==> src/rtl/approx_mult_err_sweep_if.sv <==
// Bus between the error-sweep engine and its surroundings: the operand
// pair driven to the approximate multiplier, the product coming back,
// start/busy/done control and the accumulated error statistics.
// master: the side that drives start and mult_p (controller + multiplier).
// slave : the sweep engine itself.
interface approx_mult_err_sweep_if #(
  parameter int WIDTH = 8
);
  logic                   start;
  logic [WIDTH-1:0]       mult_a;
  logic [WIDTH-1:0]       mult_b;
  logic [2*WIDTH-1:0]     mult_p;
  logic                   busy;
  logic                   done;
  logic [2*WIDTH:0]       err_count;
  logic [4*WIDTH-1:0]     sum_ed;
  logic [2*WIDTH-1:0]     max_ed;
  logic [WIDTH-1:0]       worst_a;
  logic [WIDTH-1:0]       worst_b;
  logic [4*WIDTH:0]       sum_err;

  modport master (
    output start, mult_p,
    input  mult_a, mult_b, busy, done, err_count, sum_ed, max_ed,
           worst_a, worst_b, sum_err
  );

  modport slave (
    input  start, mult_p,
    output mult_a, mult_b, busy, done, err_count, sum_ed, max_ed,
           worst_a, worst_b, sum_err
  );
endinterface

==> src/rtl/approx_mult_err_sweep.sv <==
// Exhaustive error-characterisation engine for one approximate multiplier.
// Walks every operand pair (A inner loop, B outer loop), realigns the issued
// operands with the multiplier's product after MULT_LAT cycles, and
// accumulates error count, summed/maximum error distance and the first pair
// that reached the maximum.
// Optional feature macro: APPROX_SIGNED_ERR_EN -- when defined, sum_err
// accumulates the signed error (mult_p - a*b); otherwise sum_err reads 0.
module approx_mult_err_sweep #(
  parameter int WIDTH    = 8,
  parameter int MULT_LAT = 0
) (
  input  logic                   CLK,
  input  logic                   RST,
  approx_mult_err_sweep_if.slave bus
);

  localparam int PW  = 2 * WIDTH;               // product / index width
  localparam int TW  = PW + 1;                  // tag: {valid, b, a}
  localparam int DCW = $clog2(MULT_LAT + 2) + 1; // drain counter width

  typedef enum logic [1:0] {
    S_IDLE  = 2'd0,
    S_SWEEP = 2'd1,
    S_DRAIN = 2'd2,
    S_DONE  = 2'd3
  } state_t;

  state_t             r_state;
  state_t             w_state_next;
  logic [PW-1:0]      r_idx;
  logic [DCW-1:0]     r_drain_cnt;
  logic [WIDTH-1:0]   r_mult_a;
  logic [WIDTH-1:0]   r_mult_b;
  logic               r_iss_valid;
  logic               r_done;
  logic               w_busy;
  logic               w_done_set;
  logic               w_idx_last;
  logic               w_start_acc;

  assign w_idx_last  = &r_idx;
  assign w_start_acc = (r_state == S_IDLE) && bus.start;

  // State register; reset aborts any sweep in progress.
  always_ff @(posedge CLK) begin
    if (RST) r_state <= S_IDLE;
    else     r_state <= w_state_next;
  end

  // Next-state: sweep all pairs, flush the pipeline, announce completion.
  always_comb begin
    w_state_next = r_state;
    case (r_state)
      S_IDLE:  if (bus.start) w_state_next = S_SWEEP;
      S_SWEEP: if (w_idx_last) w_state_next = S_DRAIN;
      S_DRAIN: if (r_drain_cnt == DCW'(MULT_LAT + 1)) w_state_next = S_DONE;
      S_DONE:  w_state_next = S_IDLE;
      default: w_state_next = S_IDLE;
    endcase
  end

  // Output decode from the current state.
  always_comb begin
    w_busy     = (r_state == S_SWEEP) || (r_state == S_DRAIN);
    w_done_set = (r_state == S_DONE);
  end

  // Operand issue: present idx each SWEEP cycle; operands hold afterwards.
  always_ff @(posedge CLK) begin
    if (RST) begin
      r_idx       <= '0;
      r_mult_a    <= '0;
      r_mult_b    <= '0;
      r_iss_valid <= 1'b0;
    end else begin
      r_iss_valid <= 1'b0;
      case (r_state)
        S_IDLE: if (bus.start) r_idx <= '0;
        S_SWEEP: begin
          r_mult_a    <= r_idx[WIDTH-1:0];
          r_mult_b    <= r_idx[PW-1:WIDTH];
          r_iss_valid <= 1'b1;
          if (!w_idx_last) r_idx <= r_idx + PW'(1);
        end
        default: ;
      endcase
    end
  end

  // Drain length counter, running only while in DRAIN.
  always_ff @(posedge CLK) begin
    if (RST)                    r_drain_cnt <= '0;
    else if (r_state == S_DRAIN) r_drain_cnt <= r_drain_cnt + DCW'(1);
    else                        r_drain_cnt <= '0;
  end

  // Registered completion pulse, one cycle after the DONE state.
  always_ff @(posedge CLK) begin
    if (RST) r_done <= 1'b0;
    else     r_done <= w_done_set;
  end

  // Tag delay line matching the multiplier latency (empty when MULT_LAT=0).
  logic [TW-1:0] w_tag_chain [MULT_LAT+1];
  logic [TW-1:0] w_al_tag;

  assign w_tag_chain[0] = {r_iss_valid, r_mult_b, r_mult_a};

  genvar gi;
  generate
    for (gi = 0; gi < MULT_LAT; gi++) begin : g_tag
      logic [TW-1:0] r_tag;
      // One latency stage of the operand tag; valid is cleared by reset.
      always_ff @(posedge CLK) begin
        if (RST) r_tag <= '0;
        else     r_tag <= w_tag_chain[gi];
      end
      assign w_tag_chain[gi+1] = r_tag;
    end
  endgenerate

  assign w_al_tag = w_tag_chain[MULT_LAT];

  logic             w_al_valid;
  logic [WIDTH-1:0] w_al_a;
  logic [WIDTH-1:0] w_al_b;

  assign w_al_valid = w_al_tag[TW-1];
  assign w_al_b     = w_al_tag[TW-2:WIDTH];
  assign w_al_a     = w_al_tag[WIDTH-1:0];

  logic             r_s1_valid;
  logic [WIDTH-1:0] r_s1_a;
  logic [WIDTH-1:0] r_s1_b;
  logic [PW-1:0]    r_s1_p;
  logic [PW-1:0]    r_s1_exact;

  // Stage 1: capture the aligned pair with its product and the exact result.
  always_ff @(posedge CLK) begin
    if (RST) begin
      r_s1_valid <= 1'b0;
      r_s1_a     <= '0;
      r_s1_b     <= '0;
      r_s1_p     <= '0;
      r_s1_exact <= '0;
    end else begin
      r_s1_valid <= w_al_valid;
      r_s1_a     <= w_al_a;
      r_s1_b     <= w_al_b;
      r_s1_p     <= bus.mult_p;
      r_s1_exact <= PW'(w_al_a) * PW'(w_al_b);
    end
  end

  // Signed difference (approx - exact) and its magnitude, which always
  // fits in PW bits because both operands are PW-bit unsigned.
  logic [PW:0]   w_sdiff;
  logic [PW-1:0] w_ed;

  assign w_sdiff = {1'b0, r_s1_p} - {1'b0, r_s1_exact};
  assign w_ed    = w_sdiff[PW] ? (~w_sdiff[PW-1:0] + PW'(1)) : w_sdiff[PW-1:0];

  logic [PW:0]        r_err_count;
  logic [4*WIDTH-1:0] r_sum_ed;
  logic [PW-1:0]      r_max_ed;
  logic [WIDTH-1:0]   r_worst_a;
  logic [WIDTH-1:0]   r_worst_b;

  // Stage 2: accumulate statistics; strict compare keeps the earliest worst pair.
  always_ff @(posedge CLK) begin
    if (RST || w_start_acc) begin
      r_err_count <= '0;
      r_sum_ed    <= '0;
      r_max_ed    <= '0;
      r_worst_a   <= '0;
      r_worst_b   <= '0;
    end else if (r_s1_valid) begin
      if (w_ed != '0) begin
        r_err_count <= r_err_count + (PW+1)'(1);
        r_sum_ed    <= r_sum_ed + (4*WIDTH)'(w_ed);
      end
      if (w_ed > r_max_ed) begin
        r_max_ed  <= w_ed;
        r_worst_a <= r_s1_a;
        r_worst_b <= r_s1_b;
      end
    end
  end

`ifdef APPROX_SIGNED_ERR_EN
  logic [4*WIDTH:0] r_sum_err;

  // Signed error accumulator for bias / mean-error evaluation.
  always_ff @(posedge CLK) begin
    if (RST || w_start_acc) r_sum_err <= '0;
    else if (r_s1_valid)    r_sum_err <= r_sum_err + {{(2*WIDTH){w_sdiff[PW]}}, w_sdiff};
  end

  assign bus.sum_err = r_sum_err;
`else
  assign bus.sum_err = '0;
`endif

  assign bus.mult_a    = r_mult_a;
  assign bus.mult_b    = r_mult_b;
  assign bus.busy      = w_busy;
  assign bus.done      = r_done;
  assign bus.err_count = r_err_count;
  assign bus.sum_ed    = r_sum_ed;
  assign bus.max_ed    = r_max_ed;
  assign bus.worst_a   = r_worst_a;
  assign bus.worst_b   = r_worst_b;

endmodule

==> src/flat_wrapper.sv <==
// flat-port wrapper written by rule: the top's interface ports become plain ports
module approx_mult_err_sweep_flat 
#(
  parameter int WIDTH    = 8,
  parameter int MULT_LAT = 0
)
  (CLK, RST, bus_start, bus_mult_p, bus_mult_a, bus_mult_b, bus_busy, bus_done, bus_err_count, bus_sum_ed, bus_max_ed, bus_worst_a, bus_worst_b, bus_sum_err);
  approx_mult_err_sweep_if #(.WIDTH(WIDTH)) bus_i ();
  input  logic CLK;
  input  logic RST;
  input wire logic [$bits(bus_i.start)-1:0] bus_start;
  input wire logic [$bits(bus_i.mult_p)-1:0] bus_mult_p;
  output wire logic [$bits(bus_i.mult_a)-1:0] bus_mult_a;
  output wire logic [$bits(bus_i.mult_b)-1:0] bus_mult_b;
  output wire logic [$bits(bus_i.busy)-1:0] bus_busy;
  output wire logic [$bits(bus_i.done)-1:0] bus_done;
  output wire logic [$bits(bus_i.err_count)-1:0] bus_err_count;
  output wire logic [$bits(bus_i.sum_ed)-1:0] bus_sum_ed;
  output wire logic [$bits(bus_i.max_ed)-1:0] bus_max_ed;
  output wire logic [$bits(bus_i.worst_a)-1:0] bus_worst_a;
  output wire logic [$bits(bus_i.worst_b)-1:0] bus_worst_b;
  output wire logic [$bits(bus_i.sum_err)-1:0] bus_sum_err;
  assign bus_i.start = bus_start;
  assign bus_i.mult_p = bus_mult_p;
  assign bus_mult_a = bus_i.mult_a;
  assign bus_mult_b = bus_i.mult_b;
  assign bus_busy = bus_i.busy;
  assign bus_done = bus_i.done;
  assign bus_err_count = bus_i.err_count;
  assign bus_sum_ed = bus_i.sum_ed;
  assign bus_max_ed = bus_i.max_ed;
  assign bus_worst_a = bus_i.worst_a;
  assign bus_worst_b = bus_i.worst_b;
  assign bus_sum_err = bus_i.sum_err;
  approx_mult_err_sweep #(.WIDTH(WIDTH), .MULT_LAT(MULT_LAT)) u_core (.CLK(CLK), .RST(RST), .bus(bus_i));
endmodule
==> config.mk <==
export PLATFORM = sky130hd
export DESIGN_NAME = approx_mult_err_sweep_flat
export DESIGN_NICKNAME = d
export VERILOG_FILES = /design/src/rtl/approx_mult_err_sweep_if.sv /design/src/rtl/approx_mult_err_sweep.sv /design/src/flat_wrapper.sv
export SDC_FILE = /design/constraint.sdc
export NUM_CORES = 1
export LEC_CHECK = 0
export CORE_MARGIN = 8
export CORE_UTILIZATION = 50
export CTS_BUF_LIST = sky130_fd_sc_hd__clkbuf_2 sky130_fd_sc_hd__clkbuf_4 sky130_fd_sc_hd__clkbuf_8
export DETAILED_ROUTE_END_ITERATION = 8
export PLACE_DENSITY = 0.74
export SKIP_LAST_GASP = 1
export SLEW_MARGIN = 20
export SYNTH_ARGS = -nofsm -noshare
export SYNTH_HDL_FRONTEND = slang
export SYNTH_SLANG_ARGS = --single-unit
==> constraint.sdc <==
create_clock -name CLK -period 5.6 [get_ports CLK]
set_input_delay 1.4 -clock CLK [delete_from_list [all_inputs] [get_ports CLK]]
set_output_delay 1.4 -clock CLK [all_outputs]
set_load 0.01 [all_outputs]
==> key figures <==
Timing
  – Final clock period utilization by the worst path: 0.915
  – Largest clock skew in the final design: 0.0304 ns
  – Shortest clock period the worst path allows after layout: about 5.1 ns
  – Transition time at the pin with the least slew margin: between 0.9 and 1 ns
  – Highest clock rate: about 0.2 GHz
  – Final worst-path setup slack: roughly 0.48 ns
  – Number of hold-slack violations in the final timing report: 0
  – Total Negative Setup Slacks: 0 ns
  – Final setup fails: 0
  – Final number of max-transition violations: 0
  – Unrepaired setup endpoints after global routing: no
  – Worst max-slew margin expressed relative to the limit: 0.335

Floorplanning
  – Initial core utilization: 0.505
  – IO Pins: ~150
  – Standard-cell row count: 54
  – Area of the die: 26900 µm²
  – Die height: around 160 µm
  – Standard cell core area: between 20000 and 25000 µm²
  – Die Span X: about 160 µm

Detailed routing
  – Via count of the routed design: 8902
  – Count of TritonRoute iterations in the first routing pass: 5
  – Detail-routed net length per standard cell: about 16 µm
  – Vias per cell: approximately 5.4
  – DRT iter0 DRCs: between 400 and 500
  – # DRC: 0
  – Final wirelength: 25900 µm
  – ANT nets after route: 0

Global routing
  – Pin count of the biggest net entering global routing: 73
  – Overall fraction of global-route tracks in use: 0.191
  – Via count of the first global-routing pass: 8406
  – Antenna violations before repair: 0
  – Total overflow reported by the global router: 0
  – First-pass GRT wire length: approximately 42000 µm

Setup path
  – Logic depth of the worst register-to-register path: 21
  – Launch point of the worst path: u_core.bus.mult_b[3]
  – Reg2reg setup slack: about 0.48 ns
  – Highest fanout seen on the critical path: 11
  – Type of origin of the critical path: register
  – Classification of the worst setup path: register to register
  – Startpoint of the lowest-slack register-to-register path: u_core.bus.mult_b[3]
  – Worst setup EP type: register
  – Worst Path Arrival: 5.51 ns
  – WP data required: around 6.0 ns
  – Destination of the worst register-to-register timing path: u_core.r_s1_exact[15]

Power
  – Total power after layout: 3040 µW
  – Internal power contribution: about 2000 µW
  – Max rail drop VDD: 0.000150 V
  – Psw: around 1100 µW
  – Leakage power figure: ~0.0052 µW
  – Combinational Power Share: 0.282
  – Fraction of power spent switching nets: 0.350
  – Clock power share: 0.305
  – Power Density: 239 nW/µm²
  – Register share of total power: 0.413

Synthesis
  – Yosys Warn Count: 0
  – Synth async-reset ratio: 0
  – Most common flop cell mapped by yosys: sky130_fd_sc_hd__dfxtp_1
  – Synthesized area: roughly 11000 µm²
  – Count of flip-flops with a built-in enable after synthesis: 0
  – Mean area per synthesized cell: approximately 8.6 µm²
  – Number of distinct library cells after synthesis: 72
  – Fraction of the yosys area taken by sequential cells: 0.307
  – Post-synthesis sequential element count: approximately 170
  – Cells after Synth: approximately 1300

Cells and area
  – Fraction of layout cells with a size suffix above 1: 0.0531
  – Area growth, synth to finish: 16.0%
  – Seq. cell area: 3360 µm²
  – Multi-input combinational cell area: approximately 6900 µm²
  – Number of fill cells: between 1500 and 2000
  – Summed area of non-filler cells in the final layout: ~13000 µm²
  – Final core area utilization: 0.586
  – Total number of nets in the final design: ~1500
  – Antenna diode instance count: 0

Clock tree
  – Insertion delay to the later sink of the worst-skew pair: 0.48 ns
  – H-tree depth: 4
  – Maximum buffer depth of the clock tree: 2
  – Clock buffer count from CTS: 17
  – Clock sink count: between 150 and 200
  – Clock Pin Slew Worst Setup and Hold Paths: 0.11 ns
  – Root buffer cell: sky130_fd_sc_hd__clkbuf_8
  – CTS tree: yes

Hold path
  – Terminating pin of the worst hold path: u_core.r_drain_cnt[0]
  – Launch point of the worst hold path: u_core.r_drain_cnt[0]
  – Min-Delay Path Class: register to register
  – Worst hold path depth: 1

Place
  – Hpwl dp: between 15000 and 20000 µm
  – Post-placement worst setup slack: ~0.11 ns
  – GP Congestion: about 0.94
  – Area of placed instances: 12200 µm²
  – Count of input and output buffers: roughly 120

Run status
  – Outcome: finished, final reports clean

Flow run
  – Max-cap violations: 0
critical path, stage by stage (launching register included):
cell and delay (ns):
sky130_fd_sc_hd__dfxtp_1 0.65, sky130_fd_sc_hd__and2_1 0.23, sky130_fd_sc_hd__fa_1 0.18, sky130_fd_sc_hd__inv_1 0.05, sky130_fd_sc_hd__fa_1 0.52, sky130_fd_sc_hd__inv_1 0.04
sky130_fd_sc_hd__ha_1 0.27, sky130_fd_sc_hd__inv_1 0.05, sky130_fd_sc_hd__fa_1 0.52, sky130_fd_sc_hd__inv_1 0.04, sky130_fd_sc_hd__ha_1 0.31, sky130_fd_sc_hd__nor2b_1 0.15
sky130_fd_sc_hd__o21ai_0 0.25, sky130_fd_sc_hd__a21oi_1 0.14, sky130_fd_sc_hd__o21ai_0 0.23, sky130_fd_sc_hd__a21boi_0 0.16, sky130_fd_sc_hd__o21ai_0 0.21, sky130_fd_sc_hd__a21oi_1 0.12
sky130_fd_sc_hd__o21ai_0 0.21, sky130_fd_sc_hd__a21oi_1 0.11, sky130_fd_sc_hd__or3_1 0.37, sky130_fd_sc_hd__a21oi_1 0.19
cell type report:
type | instances | area share
inverter | 107 | 0.0316
multi-input combinational | 933 | 0.539
timing repair buffer | 136 | 0.103
clock buffer | 19 | 0.0201
sequential | 168 | 0.265
clock inverter | 13 | 0.0139
tap | 280 | 0.0276
cell usage in the layout (no fill, tap or decap), types with 31 or more instances in the layout:
cell type	count
sky130_fd_sc_hd__nor2b_1	48
sky130_fd_sc_hd__xnor2_1	31
sky130_fd_sc_hd__dfxtp_1	168
sky130_fd_sc_hd__inv_1	107
sky130_fd_sc_hd__o21ai_0	40
sky130_fd_sc_hd__nand3_1	36
sky130_fd_sc_hd__clkdlybuf4s50_1	116
sky130_fd_sc_hd__ha_1	92
sky130_fd_sc_hd__and2_1	39
sky130_fd_sc_hd__conb_1	33
sky130_fd_sc_hd__mux2i_1	66
sky130_fd_sc_hd__nor2_1	121
sky130_fd_sc_hd__fa_1	38
sky130_fd_sc_hd__a21oi_1	58
sky130_fd_sc_hd__nand2_1	86
cells by family after synthesis:
logic type,share of synthesized area
and+or+nand+nor,0.205
AOI/OAI and AO/OA,0.129
buffers and inverters,0.0828
DFF,0.307
adders and majority gates,0.175
muxes,0.0603
xor gates and xnor gates,0.0412
other,0.000342
worst max path at each step:
stage                                  endpoint  slack, ns
final                     u_core.r_s1_exact[15]       0.48
after global routing      u_core.bus.sum_ed[23]       0.04
after CTS                 u_core.bus.sum_ed[24]       0.07
after detailed placement  u_core.bus.sum_ed[24]       0.11
after floorplan           u_core.bus.sum_ed[19]       0.60
after global placement    u_core.bus.sum_ed[24]       0.30
synth_stat cells, types with 12 or more instances:
| library cell | n | area (µm²) |
|---|---|---|
| sky130_fd_sc_hd__nor2b_1 | 48 | 300 |
| sky130_fd_sc_hd__nand4_1 | 15 | 93.8 |
| sky130_fd_sc_hd__nor2_1 | 121 | 454 |
| sky130_fd_sc_hd__a21o_1 | 17 | 128 |
| sky130_fd_sc_hd__and2_1 | 39 | 244 |
| sky130_fd_sc_hd__fa_1 | 38 | 761 |
| sky130_fd_sc_hd__o21ai_0 | 40 | 200 |
| sky130_fd_sc_hd__xnor2_1 | 31 | 272 |
| sky130_fd_sc_hd__o21a_1 | 12 | 90.1 |
| sky130_fd_sc_hd__xor2_1 | 16 | 140 |
| sky130_fd_sc_hd__inv_1 | 107 | 402 |
| sky130_fd_sc_hd__or3_1 | 27 | 169 |
| sky130_fd_sc_hd__dfxtp_1 | 168 | 3360 |
| sky130_fd_sc_hd__ha_1 | 92 | 1150 |
| sky130_fd_sc_hd__mux2i_1 | 66 | 661 |
| sky130_fd_sc_hd__buf_4 | 36 | 270 |
| sky130_fd_sc_hd__a21oi_1 | 60 | 300 |
| sky130_fd_sc_hd__clkbuf_1 | 45 | 169 |
| sky130_fd_sc_hd__nand3_1 | 36 | 180 |
| sky130_fd_sc_hd__nand2b_1 | 15 | 93.8 |
| sky130_fd_sc_hd__nor3_1 | 13 | 65.1 |
| sky130_fd_sc_hd__nand2_1 | 86 | 323 |
routing by layer:
| metal | track usage | wire length (µm) | vias to the layer above |
|---|---|---|---|
| met5 | 0 | 0 | - |
| li1 | - | - | 4458 |
| met2 | 0.321 | 12300 | 206 |
| met1 | 0.244 | 11800 | 4195 |
| met4 | 0.0674 | 629 | 0 |
| met3 | 0.0318 | 1180 | 43 |
sequential cells by signal, indices dropped and copies added, names as in the netlist, 16 cells and up:
| register | flops |
|---|---|
| u_core.bus.err_count | 17 |
| u_core.bus.max_ed | 16 |
| u_core.r_s1_exact | 16 |
| u_core.r_idx | 16 |
| u_core.r_s1_p | 16 |
| u_core.bus.sum_ed | 32 |
metrics by stage:
stage | hold WS (ns) | std cells
6_report | 0.428 | 1656
5_1_grt | 0.470 | 1656
4_1_cts | 0.435 | 1655
3_5_place_dp | 0.419 | 1623
3_3_place_gp | 0.407 | 1623
2_1_floorplan | 0.398 | 1299
power by group through the flow:
stage	Sequential, µW	Clock (µW)	Combinational [µW]
floorplan	1280	0	642
detailed placement	1280	0	839
finish	1250	926	858
global route	1260	995	948
global placement	1280	0	827
CTS	1250	946	846
what timing repair did:
item | in CTS | in global routing
buffers inserted | 0 | 1
setup endpoints to repair | 0 | 38
gates resized for setup | 0 | 5
hold buffers | 0 | 0
Note: power is estimated with default switching activity, not from simulation.
